<file path="src/rtl/flag_pkg.sv">
// Shared types for the flag unit: branch-condition codes, FSM state and code width.
package flag_pkg;

  localparam int unsigned BR_W = 3;

  typedef enum logic [BR_W-1:0] {
    BRN  = BR_W'(0),
    BREQ = BR_W'(1),
    BRNE = BR_W'(2),
    BRCS = BR_W'(3),
    BRCC = BR_W'(4)
  } br_cond_e;

  typedef enum logic {
    NORMAL = 1'b0,
    ISR    = 1'b1
  } state_e;

endpackage

</file>
<file path="src/rtl/flag_unit_flag_bit.sv">
// One-bit loadable register used for every live and shadow flag.
module flag_bit (
  input  logic CLK,
  input  logic RST,
  input  logic LD,
  input  logic D,
  output logic Q
);

  always_ff @(posedge CLK) begin
    if (RST) begin
      Q <= 1'b0;
    end else if (LD) begin
      Q <= D;
    end
  end

endmodule

</file>
<file path="src/rtl/flag_unit.sv">
// Carry/zero flag unit with single-level interrupt shadowing and a registered
// branch-condition evaluator.
module flag_unit
  import flag_pkg::*;
#(
  parameter int unsigned BR_W = flag_pkg::BR_W
) (
  input  logic            CLK,
  input  logic            RST,
  input  logic            C_IN,
  input  logic            Z_IN,
  input  logic            C_LD,
  input  logic            Z_LD,
  input  logic            C_SET,
  input  logic            C_CLR,
  input  logic            SHAD_SAVE,
  input  logic            SHAD_RESTORE,
  input  logic            BR_REQ,
  input  logic [BR_W-1:0] BR_COND,
  output logic            C_FLAG,
  output logic            Z_FLAG,
  output logic            BR_VALID,
  output logic            BR_TAKEN,
  output logic            IN_ISR
);

  localparam logic ST_NORMAL = NORMAL;
  localparam logic ST_ISR    = ISR;

  logic state_q;
  logic state_d;
  logic save_ok;
  logic restore_ok;
  logic c_ld;
  logic c_d;
  logic z_ld;
  logic z_d;
  logic shad_c;
  logic shad_z;
  logic br_hit;

  always_ff @(posedge CLK) begin
    if (RST) begin
      state_q <= ST_NORMAL;
    end else begin
      state_q <= state_d;
    end
  end

  // Save is only legal from NORMAL and restore only from ISR, so a
  // simultaneous save+restore resolves to whichever the state allows.
  always_comb begin
    state_d    = state_q;
    save_ok    = 1'b0;
    restore_ok = 1'b0;
    c_ld       = 1'b0;
    c_d        = 1'b0;
    z_ld       = 1'b0;
    z_d        = 1'b0;

    case (state_q)
      ST_NORMAL: begin
        if (SHAD_SAVE) begin
          save_ok = 1'b1;
          state_d = ST_ISR;
        end
      end
      ST_ISR: begin
        if (SHAD_RESTORE) begin
          restore_ok = 1'b1;
          state_d    = ST_NORMAL;
        end
      end
      default: state_d = ST_NORMAL;
    endcase

    if (restore_ok) begin
      c_ld = 1'b1;
      c_d  = shad_c;
    end else if (C_SET) begin
      c_ld = 1'b1;
      c_d  = 1'b1;
    end else if (C_CLR) begin
      c_ld = 1'b1;
      c_d  = 1'b0;
    end else if (C_LD) begin
      c_ld = 1'b1;
      c_d  = C_IN;
    end

    if (restore_ok) begin
      z_ld = 1'b1;
      z_d  = shad_z;
    end else if (Z_LD) begin
      z_ld = 1'b1;
      z_d  = Z_IN;
    end
  end

  flag_bit u_c (.CLK(CLK), .RST(RST), .LD(c_ld), .D(c_d), .Q(C_FLAG));
  flag_bit u_z (.CLK(CLK), .RST(RST), .LD(z_ld), .D(z_d), .Q(Z_FLAG));

  // Shadows capture the pre-edge live flags, even if those change on the same edge.
  flag_bit u_shad_c (.CLK(CLK), .RST(RST), .LD(save_ok), .D(C_FLAG), .Q(shad_c));
  flag_bit u_shad_z (.CLK(CLK), .RST(RST), .LD(save_ok), .D(Z_FLAG), .Q(shad_z));

  always_comb begin
    br_hit = 1'b0;
    case (BR_COND)
      BR_W'(BRN):  br_hit = 1'b1;
      BR_W'(BREQ): br_hit = Z_FLAG;
      BR_W'(BRNE): br_hit = ~Z_FLAG;
      BR_W'(BRCS): br_hit = C_FLAG;
      BR_W'(BRCC): br_hit = ~C_FLAG;
      default:     br_hit = 1'b0;
    endcase
  end

  always_ff @(posedge CLK) begin
    if (RST) begin
      BR_VALID <= 1'b0;
      BR_TAKEN <= 1'b0;
    end else begin
      BR_VALID <= BR_REQ;
      BR_TAKEN <= BR_REQ & br_hit;
    end
  end

  assign IN_ISR = (state_q == ST_ISR);

endmodule

</file>
<file path="config.mk">
export PLATFORM = sky130hd
export DESIGN_NAME = flag_unit
export DESIGN_NICKNAME = d
export VERILOG_FILES = /design/src/rtl/flag_pkg.sv /design/src/rtl/flag_unit_flag_bit.sv /design/src/rtl/flag_unit.sv
export SDC_FILE = /design/constraint.sdc
export NUM_CORES = 1
export LEC_CHECK = 0
export BUFFER_PORTS_ARGS = -buffer_cell sky130_fd_sc_hd__buf_2
export CORE_AREA = 2 2 39 41
export CTS_CLUSTER_SIZE = 28
export DETAILED_ROUTE_END_ITERATION = 10
export DIE_AREA = 0 0 41 43
export PLACE_DENSITY_LB_ADDON = 0.15
export SYNTH_ARGS = -nofsm -noshare
export SYNTH_HDL_FRONTEND = slang
export SYNTH_SLANG_ARGS = --single-unit
</file>
<file path="constraint.sdc">
create_clock -name CLK -period 0.88 [get_ports CLK]
set_input_delay 0.088 -clock CLK [delete_from_list [all_inputs] [get_ports CLK]]
set_output_delay 0.088 -clock CLK [all_outputs]
set_load 0.1 [all_outputs]
</file>
=== Word-level counts from Yosys, hierarchy flattened ===
Index checks and enable logic that the tools add are counted.

* Bits in registers: 7
* Bits in latches: 0
* Memory bits (writable): 0
* ROM bits: 0
* Input port bits: 14
* Output and inout bits: 5
* Word-level logic and storage cells: 35
* Memories: 0

* $add $sub $neg: 0
* $mul: 0
* Div/mod/pow operators: 0
* Magnitude comparators: 0
* Equal/unequal tests: 4
* Shift operators: 0
* Muxes and demuxes: 19
* Bitwise operators: 4
* Reductions and logical operators: 1

{| class="wikitable"
|+ Operators by type and width
! kind !! count
|-
| 2-to-1 mux 1 bit || 17
|-
| equality test 3 x 2 -> 1 bit (second input constant) || 2
|-
| case mux 1 bit (5 select lines) || 1
|-
| equality test 3 x 1 -> 1 bit (second input constant) || 1
|-
| equality test 3 bit (second input constant) || 1
|-
| zero test 3 bit || 1
|-
| NOT 1 bit || 3
|-
| case mux 1 bit (2 select lines) || 1
|-
| bitwise AND 1 bit || 1
|}

=== Logic depth before layout (Yosys ltp) ===
Gate-level depths: netlist (run 1).

* Depth in word-level cells: 4
* Mapped depth: 3
* Mapped depth without buffers: 3

=== Modules after synthesis ===
A second synthesis (run 1) with hierarchy kept.

* Cells, all modules: 37
* Area total of the unflattened synthesis: 330.3 um^2

{| class="wikitable"
|+ By module, submodules not included
! module !! instances !! cells an instance !! area each (um^2)
|-
| flag_unit || 1 || 25 || 195.2
|-
| flag_bit || 4 || 3 || 33.8
|}

=== Worst setup path after synthesis (run 1) ===
No wires, ideal clock.

* Path kind: register to register
* From: reg u_c.Q
* To: reg BR_TAKEN
* Setup time: 58 ps
* Arrival: 1530 ps
* Data required time: 822 ps
* Slack: -708 ps
* Cell stages (with the launch flop): 4
* Buffers on the path: 0
* Clock period less this slack: 1588 ps
* Path through: dfxtp_1 > a21boi_2 > a221oi_2 > o21a_1

* Longest elaborated chain between the ends: 3

{| class="wikitable"
|+ Ends and longest elaborated chain
! element !! RTL line !! text
|-
| start: declaration || flag_unit_flag_bit.sv:7 || <nowiki>output logic Q</nowiki>
|-
| start signal: assignment || flag_unit_flag_bit.sv:12 || <nowiki>Q <= 1'b0;</nowiki>
|-
| start signal: assignment || flag_unit_flag_bit.sv:14 || <nowiki>Q <= D;</nowiki>
|-
| NOT 1 bit || flag_unit.sv:114 || <nowiki>BR_W'(BRCC): br_hit = ~C_FLAG;</nowiki>
|-
| case mux 1 bit (5 select lines) (*) || flag_unit.sv:109 || <nowiki>case (BR_COND)</nowiki>
|-
| bitwise AND 1 bit (*) || flag_unit.sv:125 || <nowiki>BR_TAKEN <= BR_REQ & br_hit;</nowiki>
|-
| end signal: assignment || flag_unit.sv:125 ||
|-
| end: declaration || flag_unit.sv:23 || <nowiki>output logic BR_TAKEN,</nowiki>
|}

Every way passes the cells marked *; elsewhere a longest branch is shown, timed or not.
A chain may end at the register's enable or synchronous reset.

=== Worst setup path in the final report (run 1) ===
* From: reg u_c.Q
* To: out C_FLAG

{| class="wikitable"
|+ RTL lines
! element !! RTL line !! text
|-
| end: declaration || flag_unit.sv:20 || <nowiki>output logic C_FLAG,</nowiki>
|}

No word-level cell between the ends.

==> results of run 1 <==
synthesized netlist by cell type (all sizes together):
| cell | instances |
|---|---|
| and2b | 1 |
| a21oi | 2 |
| a211oi | 1 |
| nor2b | 2 |
| nand2 | 2 |
| mux2i | 4 |
| a21boi | 1 |
| nor2 | 5 |
| nor3 | 2 |
| dfxtp | 7 |
| o21a | 2 |
| inv | 1 |
| a221oi | 1 |
placed cells by master, fill, tap and decap left out:
master and n:
clkbuf_4 3, a21boi_2 1, a211oi_1 1, inv_1 1, dfxtp_4 3, nor2_1 5
mux2i_1 4, buf_2 13, o21a_1 2, nand2_4 1, nand2_1 1, clkbuf_1 1
nor3_1 1, buf_12 5, nor2b_1 2, buf_4 2, buf_6 2, and2b_2 1
dfxtp_2 2, dfxtp_1 2, a21oi_1 1, a21oi_2 1, a221oi_2 1, nor3_2 1
registers in the layout, indices dropped and copies added (netlist names):
signal	count
IN_ISR	1
u_c.Q	1
u_shad_c.Q	1
BR_VALID	1
u_shad_z.Q	1
BR_TAKEN	1
u_z.Q	1
power breakdown:
part | switching (mW) | internal [mW] | leakage (nW)
clock | 0.109 | 0.172 | 0.0150
combinational | 0.175 | 0.138 | 0.194
sequential | 0.0215 | 0.339 | 0.0602
area by class of cell:
class,count,area share [%]
Inverter,1,0.6479
Sequential cell,7,26.57
Multi-Input combinational cell,23,29.81
Tap cell,16,3.456
Clock buffer,4,4.536
Timing Repair Buffer,22,34.99
worst paths after layout:
kind,depth (start not counted),to,slack [ns]
worst min-delay path,2,u_z.Q$_SDFFE_PP0P_,0.07
worst max register to register,3,u_shad_c.Q$_SDFFE_PP0P_,-0.05
worst max-delay path,2,C_FLAG,-0.08
worst min register to register,2,u_c.Q$_SDFFE_PP0P_,0.49
through the flow:
step / hold WS [ns] / worst slack, ns / TNS, ns / power, mW / util [%]
floorplan: 0.1507 / -0.2025 / -0.9928 / 0.5295 / -
global placement: 0.3389 / -0.04428 / -0.09991 / 0.6621 / 37.61
detailed placement: 0.3373 / -0.06180 / -0.1641 / 0.6623 / 37.61
CTS: 0.07483 / -0.09184 / -0.2847 / 0.9672 / 41.14
global route: 0.08714 / -0.1170 / -0.6399 / 1.008 / 41.86
finish: 0.07446 / -0.07934 / -0.2413 / 0.9549 / 41.86
timing repair:
action | 4_1_cts | 5_1_grt
endpoints found under the setup margin | 8 | 9
hold buffers | 0 | 0
gates resized for setup | 5 | 2
pin swaps | 3 | 2
setup buffers | 1 | 0
layer usage:
metal	global-route usage [%]	part of all wire (%)
met4	2.000	0
met1	9.416	42
met3	6.283	8.3
met2	13.13	50
met5	0	0
cells by family (layout without fill, tap and decap cells):
logic type	after synthesis	after routing
simple gates	12	12
mux	4	4
compound gates	7	7
buf+inv	1	27
flops	7	7
==> summary.md, run 1 <==
| Metric | Value |
|---|---|
| Initial antenna violation count | 0 |
| Vias in the first global route | ~270 |
| First-pass GRT wire length | 1.014 mm |
| Setup crit end kind | primary output |
| Final Hold Viols | 0 |
| Multi-input logic area | between 150 and 200 um^2 |
| Tightest Hold Check Type | input port to flip-flop |
| Critical path's largest stage delay | 0.37 ns |
| Fin cells | 73 |
| Reg2reg start | IN_ISR$_SDFF_PP0_ |
| Worst Max-Slew Pin Slew | 0.1791 ns |
| Skew-Pair Late Insertion Delay | between 0.2 and 0.3 ns |
| Final instance area | about 580 um^2 |
| DR pass1 iterations | 2 |
| CTS clk-pin slew, worst paths | about 0.050 ns |
| Inst Count DP | 68 |
| Status | finished with violations |
| WL/cell | about 8.5 um |
| CP Cell Sequence | buf_6, buf_12 |
| Clock buffer depth | 2 |
| Post-synthesis register bit count | 7 |
| Kind of cell adding the most delay to the critical path | flip-flops |
| Core area | 0.001384 mm^2 |
| XOR/XNOR share of the synthesized area | 0% |
| # fillers | approximately 140 |
| Total grt overflow | 0 |
| CTS root buffer | clkbuf_4 |
| Worst EP arrival | 0.87 ns |
| Vias | 303 |
| Largest family of logic cells by synthesized area | compound AO/OA/AOI/OAI gates |
| Slowest stage cell, crit path | dfxtp_4 |
| Nets@finish | roughly 70 |
| Seq. cell area | ~150 um^2 |
| Initial DRC count | 5 |
| Die height | 43 um |
| Max FO, Critical Path | 5 |
| Total Die Area | ~0.0018 mm^2 |
| Syn avg cell area | ~9.6 um^2 |
| CP Launch Type | flip-flop |
| Main area contributors after synthesis | dfxtp_1, mux2i_1, nor2_1 |
| WP buf/inv | 2 |
| Row Count | 14 |
| CTS tree | yes |
| Initial Util | a little over a fifth |
| Final setup margin | -0.07934 ns |
| Port bufs | 18 |
| Post-Synth Simple-Gate Area | between 10% and 20% |
| Htree depth | 1 |
| Post-Syn Area | approximately 300 um^2 |
| Sequential share of the synthesized area | 46.86% |
| Placed Area | roughly 520 um^2 |
| Post-synthesis adder-cell area fraction | 0% |
| Critical path launch point | u_c.Q$_SDFFE_PP0P_ |
| GRT Total Usage | around 8.7% |
| Layout cells sized above 1 | a little over three fifths |
| Largest net degree at the start of global routing | 7 |
| Hold Crit Start | RST |
| HPWL Detailed | 507.8 um |
| Final Routed Wirelength | roughly 620 um |
| Area share of the largest cell type after synthesis | between 40% and 50% |
| Final period util | 109.0% |
| Area Growth Syn to Fin | 93.72% |
| GP Congestion | about 0.76 |
| Routed Antenna Nets | 0 |
| Die width | a little over 40 um |
| Number of CTS-inserted buffers | 3 |
| Synth unique cells | 13 |
| Max frequency | 1042 MHz |
| Worst VDD drop | around 0.87 mV |
| Antenna diodes | 0 |
| Final Max Slew Viols | 0 |
| P_leak | 0.2693 nW |
| # Max-Cap Violations | 0 |
| Top Ports | 19 |
| Post-synthesis cell count | 31 |
| Fin Clk Skew | approximately 0.0016 ns |
| Compound-Gate Fraction of Synth Area | between 10% and 20% |
| PwrDens | between 1500 and 2000 mW/mm^2 |
| Kind of critical path | flip-flop to primary output |
| Syn_nets | between 40 and 50 |
| DRC errors left | 0 |
| Failing checks | setup timing |
| YS warnings | 0 |
| Crit path time final | between 0.9 and 1 ns |
| Mux contribution to synthesized area | 13.39% |
| RSZ-0062 raised after global routing | yes |
| Vias per cell | 4.151 |
| CP Data Required Time | around 0.8 ns |
| Clk sinks | 7 |
| Cell taking the most area after synthesis | dfxtp_1 |
| Final setup violating endpoints | 5 |
| Max_slew headroom | about nine tenths |
(Power assumes the default switching activity.)
==> run 2, diff against run 1 <==
==> constraint.sdc (replaced) <==
create_clock -name CLK -period 0.88 [get_ports CLK]
set_input_delay 0.176 -clock CLK [delete_from_list [all_inputs] [get_ports CLK]]
set_output_delay 0.176 -clock CLK [all_outputs]
set_load 0.1 [all_outputs]
==> run 2 against run 1 <==
Effect of this change: the run still ends with setup timing left; power increased by 2.1%; register-to-register slack got worse by 0.03 ns; via count is 3.0% higher; global-route usage increased by 0.71 points; clock power is 2% higher; worst hold slack better by 0.090 ns; die area did not move; utilization grew 1.4 points; largest power group unchanged.
==> summary.md, run 2 (synthesized netlist as in run 1, its figures left out) <==
| Metric | Value |
|---|---|
| Clock power share | 29.4% (about the same) |
| Clock buffer depth | 2 (unchanged) |
| Final Max Slew Viols | 0 (unchanged) |
| Kind of critical path | flip-flop to primary output |
| CTS tree | yes |
| Max frequency | 969.4 MHz (-7.0%) |
| Clk sinks | 7 (unchanged) |
| Nets@finish | 73 (+1.4%) |
| GRT Total Usage | 9.375% (+0.71 points) |
| Status | finished with violations |
| Port bufs | 18 (unchanged) |
| Initial DRC count | 6 (+1) |
| Largest net degree at the start of global routing | 7 (unchanged) |
| Final setup margin | -0.1516 ns (-0.07226 ns) |
| Net Sw Frac | 32.36% (+0.33 points) |
| Worst Max-Slew Pin Slew | 0.1813 ns (+0.002196 ns) |
| Failing checks | setup timing |
| Most frequent cells in the layout | buf_2, nor2_1, buf_12 |
| Fin Clk Skew | 0.002241 ns (+0.0006879 ns) |
| Die width | 41 um (unchanged) |
| Initial antenna violation count | 0 (unchanged) |
| Worst VDD drop | 1.047 mV (+21%) |
| CP Launch Type | flip-flop |
| Setup crit end kind | primary output |
| HPWL Detailed | 515.8 um (+1.6%) |
| Total Die Area | 0.001763 mm^2 (unchanged) |
| Skew-Pair Late Insertion Delay | 0.25 ns (about the same) |
| Final period util | 117.2% (+8.2 points) |
| Row Count | 14 (unchanged) |
| Tightest Hold Check Type | input port to flip-flop |
| # Max-Cap Violations | 0 (unchanged) |
| Max_slew headroom | 87.91% (-0.15 points) |
| Sw Pwr | 0.3153 mW (+3.1%) |
| P_leak | 0.2765 nW (+2.7%) |
| Placed Area | 520.5 um^2 (unchanged) |
| Max FO, Critical Path | 3 (-2) |
| Worst EP arrival | 0.86 ns (about the same) |
| Routed Antenna Nets | 0 (unchanged) |
| Htree depth | 1 (unchanged) |
| RSZ-0062 raised after global routing | yes |
| Commonest non-fill, non-tap cell in the layout | buf_2 |
| Layout cells sized above 1 | 65.52% (+2.4 points) |
| GP Congestion | 0.6757 (-11%) |
| CTS Hold Bufs | 0 (unchanged) |
| Final setup violating endpoints | 8 (+3) |
| Seq. cell area | 153.9 um^2 (unchanged) |
| Final instance area | 598.1 um^2 (+3.2%) |
| Antenna diodes | 0 (unchanged) |
| CTS root buffer | clkbuf_4 |
| CTS clk-pin slew, worst paths | 0.05 ns (about the same) |
| Final Routed Wirelength | 634 um (+2.6%) |
| First-pass GRT wire length | 1.035 mm (+2.1%) |
| Total grt overflow | 0 (unchanged) |
| Area Growth Syn to Fin | 100.0% |
| DRC errors left | 0 (unchanged) |
| Sequential power share | 36.6% (-1.1 points) |
| Crit path time final | 1.032 ns (+0.07226 ns) |
| WL/cell | 8.568 um (+1.2%) |
| Combinational fraction of design power | 34.0% (+1.2 points) |
| Internal | 0.6593 mW (+1.6%) |
| Initial Util | 21.61% (unchanged) |
| PwrDens | 1630 mW/mm^2 (-1.1%) |
| Vias per cell | 4.216 (+1.6%) |
| Core area | 0.001384 mm^2 (unchanged) |
| Multi-input logic area | 176.4 um^2 (+2.2%) |
| Top Ports | 19 (unchanged) |
| DR pass1 iterations | 2 (unchanged) |
| CP Data Required Time | 0.70 ns (-0.09 ns) |
| Inst Count DP | 68 (unchanged) |
| Fin cells | 74 (+1.4%) |
| # fillers | 137 (+0.74%) |
| Number of CTS-inserted buffers | 3 (unchanged) |
| Final Hold Viols | 0 (unchanged) |
| Vias in the first global route | 271 (+1.1%) |
| Die height | 43 um (unchanged) |
| Vias | 312 (+3.0%) |
==> run 2: power groups by stage <==
| stage | Sequential, mW | Combinational [mW] | Clock (mW) |
|---|---|---|---|
| floorplan | 0.476 | 0.0536 | 0 |
| CTS | 0.356 | 0.324 | 0.298 |
| finish | 0.356 | 0.331 | 0.287 |
| global route | 0.359 | 0.348 | 0.325 |
| detailed placement | 0.368 | 0.295 | 0 |
| global placement | 0.368 | 0.294 | 0 |
==> run 2: critical path, cell delays in order (launching register included) <==
cell and delay, ns:
dfxtp_4 0.34, buf_6 0.11, buf_12 0.15
==> run 2: cell type report <==
class                      count  share of cell area, %
sequential                     7                  25.73
multi-input combinational     23                  29.50
timing repair buffer          23                  36.40
clock buffer                   4                  4.393
tap                           16                  3.347
inverter                       1                 0.6276
==> run 2: repair_timing <==
| action | in CTS | in global routing |
|---|---|---|
| pin swaps | 3 | 3 |
| buffers inserted | 2 | 0 |
| endpoints found under the setup margin | 10 | 11 |
| resized for setup | 6 | 4 |
==> run 2: path summary, 6_finish.rpt <==
check | start | end | slack (ns) | cells past startpoint
max | IN_ISR$_SDFF_PP0_ | IN_ISR | -0.15 | 2
min | RST | u_c.Q$_SDFFE_PP0P_ | 0.16 | 2
max reg2reg | IN_ISR$_SDFF_PP0_ | u_shad_c.Q$_SDFFE_PP0P_ | -0.08 | 3
min reg2reg | u_shad_z.Q$_SDFFE_PP0P_ | u_z.Q$_SDFFE_PP0P_ | 0.48 | 2
==> run 2: metrics by stage <==
stage | hold slack [ns] | power [mW] | setup slack (ns) | util [%] | setup TNS, ns
after floorplan | 0.2387 | 0.5295 | -0.2025 | - | -0.9928
after global placement | 0.4269 | 0.6620 | -0.04396 | 37.61 | -0.1163
after detailed placement | 0.4161 | 0.6621 | -0.07137 | 37.61 | -0.1857
after CTS | 0.1515 | 0.9784 | -0.1626 | 41.95 | -0.7107
after global routing | 0.1692 | 1.032 | -0.1812 | 43.22 | -1.026
final | 0.1645 | 0.9746 | -0.1516 | 43.22 | -0.6717
==> run 2: routing by layer <==
metal	share of wire (%)	vias to the layer above	GRT usage [%]
met5	0	-	0
met4	0	0	4.000
met3	9.3	0	7.853
met2	48	10	12.50
met1	42	139	10.42
li1	-	163	-
==> run 3, diff against run 2 <==
CELL_PAD_IN_SITES_DETAIL_PLACEMENT = 0   (was not set)
CELL_PAD_IN_SITES_GLOBAL_PLACEMENT = 2   (was not set)
CORE_AREA = not set   (was 2 2 39 41)
CORE_MARGIN = 2   (was not set)
CORE_UTILIZATION = 18   (was not set)
DIE_AREA = not set   (was 0 0 41 43)
==> run 3 against run 2 <==
Effect of this change: the flow still finishes with violations (setup timing); sequential cell count did not move; cell area unchanged; die area increased by 14%; largest cell class unchanged.
==> summary.md, run 3 (synthesized netlist as in run 1, its figures left out) <==
| Metric | Value |
|---|---|
| Vias per cell | 4.276 (+1.4%) |
| CTS Hold Bufs | 0 (unchanged) |
| Failing checks | setup timing |
| DRC errors left | 0 (unchanged) |
| # Max-Cap Violations | 0 (unchanged) |
| Worst R2R Path Depth | 3 (unchanged) |
| Area Growth Syn to Fin | 100.0% (unchanged) |
| Port bufs | 18 (unchanged) |
| DR pass1 iterations | 4 (+2) |
| Max_slew headroom | 87.70% (-0.21 points) |
| Kind of critical path | flip-flop to primary output |
| GRT Total Usage | 10.14% (+0.77 points) |
| Worst Max-Slew Pin Slew | 0.1845 ns (+0.003151 ns) |
| Hold path depth | 2 (unchanged) |
| WL met1 | 321 um (+19%) |
| First-pass GRT wire length | 1.352 mm (+31%) |
| Slowest stage cell, crit path | dfxtp_4 |
| Total Die Area | 0.002003 mm^2 (+14%) |
| Initial Util | 19.62% (-2.0 points) |
| Met3 WL | 106 um (+80%) |
| Top sig layer | met4 |
| Max FO, Critical Path | 4 (+1) |
| Fin Clk Skew | 0.0007830 ns (-0.001458 ns) |
| CTS root buffer | clkbuf_4 |
| Worst EP arrival | 0.87 ns (about the same) |
| Worst VDD drop | 0.6061 mV (-42%) |
| Row Count | 14 (unchanged) |
| Final Hold Viols | 0 (unchanged) |
| WP buf/inv | 2 (unchanged) |
| # fillers | 160 (+17%) |
| Setup crit end kind | primary output |
| Final period util | 118.6% (+1.4 points) |
| Final setup violating endpoints | 8 (unchanged) |
| Most frequent cells in the layout | buf_2, nor2_1, buf_12 |
| CP Data Required Time | 0.70 ns (about the same) |
| Clock buffer depth | 2 (unchanged) |
| Htree depth | 1 (unchanged) |
| Worst hold slack | 0.1673 ns (+0.002750 ns) |
| CTS tree | yes |
| Max frequency | 958.3 MHz (-1.1%) |
| Final Routed Wirelength | 819 um (+29%) |
| RSZ-0062 raised after global routing | yes |
| Critical path's largest stage delay | 0.35 ns (about the same) |
| Vias in the first global route | 336 (+24%) |
| Die width | 44.76 um (+9.2%) |
| Top Ports | 19 (unchanged) |
| Crit path time final | 1.044 ns (+0.01195 ns) |
| GP Congestion | 0.6741 (-0.24%) |
| CTS clk-pin slew, worst paths | 0.05 ns (about the same) |
| Skew-Pair Late Insertion Delay | 0.25 ns (about the same) |
| Total grt overflow | 0 (unchanged) |
| CP Launch Type | flip-flop |
| Commonest non-fill, non-tap cell in the layout | buf_2 |
| Final setup margin | -0.1636 ns (-0.01195 ns) |
| Worst path depth | 2 (unchanged) |
| CP Cell Sequence | buf_6, buf_12 |
| Die height | 44.76 um (+4.1%) |
| Initial antenna violation count | 0 (unchanged) |
| Number of CTS-inserted buffers | 3 (unchanged) |
| Core area | 0.001524 mm^2 (+10%) |
| Tightest Hold Check Type | input port to flip-flop |
| Vias | 325 (+4.2%) |
| Status | finished with violations |
| Placed Area | 520.5 um^2 (unchanged) |
| Place WS | -0.05588 ns (+0.01549 ns) |
| Antenna diodes | 0 (unchanged) |
| Final Max Slew Viols | 0 (unchanged) |
| Layout cells sized above 1 | 63.33% (-2.2 points) |
| Final instance area | 598.1 um^2 (unchanged) |
| Routed Antenna Nets | 0 (unchanged) |
| Initial DRC count | 3 (-3) |
| Clk sinks | 7 (unchanged) |
| PwrDens | 1647 mW/mm^2 (+1.1%) |
| P_leak | 0.2790 nW (+0.90%) |
| Nets@finish | 75 (+2.7%) |
| Kind of cell adding the most delay to the critical path | flip-flops |
| Largest net degree at the start of global routing | 7 (unchanged) |
| WL/cell | 10.78 um (+26%) |
| Met2 WL | 365 um (+20%) |
| Setup TNS | -0.7193 ns (-0.04761 ns) |
==> run 3: through the flow <==
stage               std cells  utilization, %  total power [mW]
floorplan                  31               -            0.5295
global placement           68           34.15            0.6583
detailed placement         68           34.15            0.6648
CTS                        75           38.18            0.9884
global route               76           39.24             1.050
finish                     76           39.24            0.9850
==> run 3: final timing paths <==
kind / startpoint / to / slack (ns)
hold / removal: RST / u_c.Q$_SDFFE_PP0P_ / 0.17
hold reg to reg: u_shad_z.Q$_SDFFE_PP0P_ / u_z.Q$_SDFFE_PP0P_ / 0.50
setup reg to reg: IN_ISR$_SDFF_PP0_ / u_shad_c.Q$_SDFFE_PP0P_ / -0.07
setup / recovery: IN_ISR$_SDFF_PP0_ / IN_ISR / -0.16
==> run 3: final cells by class <==
type / count / area (um^2) / share of cell area, %
repair buffers: 25 / 229.0 / 38.28
multi-input cells: 23 / 165.2 / 27.61
flip-flops and latches: 7 / 153.9 / 25.73
clock buffers: 4 / 26.28 / 4.393
well taps: 16 / 20.02 / 3.347
inverters: 1 / 3.754 / 0.6276
==> run 3: repair_timing <==
action / CTS / global route
pin swaps: 4 / 3
setup buffers: 3 / 1
endpoints found under the setup margin: 8 / 11
gates resized for setup: 4 / 2
==> run 3: worst reg2reg max path: cells and delay by family, from the launching register on <==
kind             cells  cell delay, ns
multiplexers         1            0.19
flip-flops           1            0.35
AND/OR/NAND/NOR      2            0.30
==> run 3: power by group <==
part	total, mW	internal (mW)	switching (mW)
logic	0.335	0.151	0.184
clock network	0.293	0.173	0.120
registers	0.357	0.338	0.0192
total	0.985	0.662	0.323
==> run 3: metal layers <==
| layer | global-route usage (%) | up-vias |
|---|---|---|
| met5 | 0 | - |
| met4 | 7.273 | 0 |
| met3 | 5.200 | 4 |
| met2 | 15.36 | 19 |
| met1 | 10.78 | 137 |
| li1 | - | 165 |
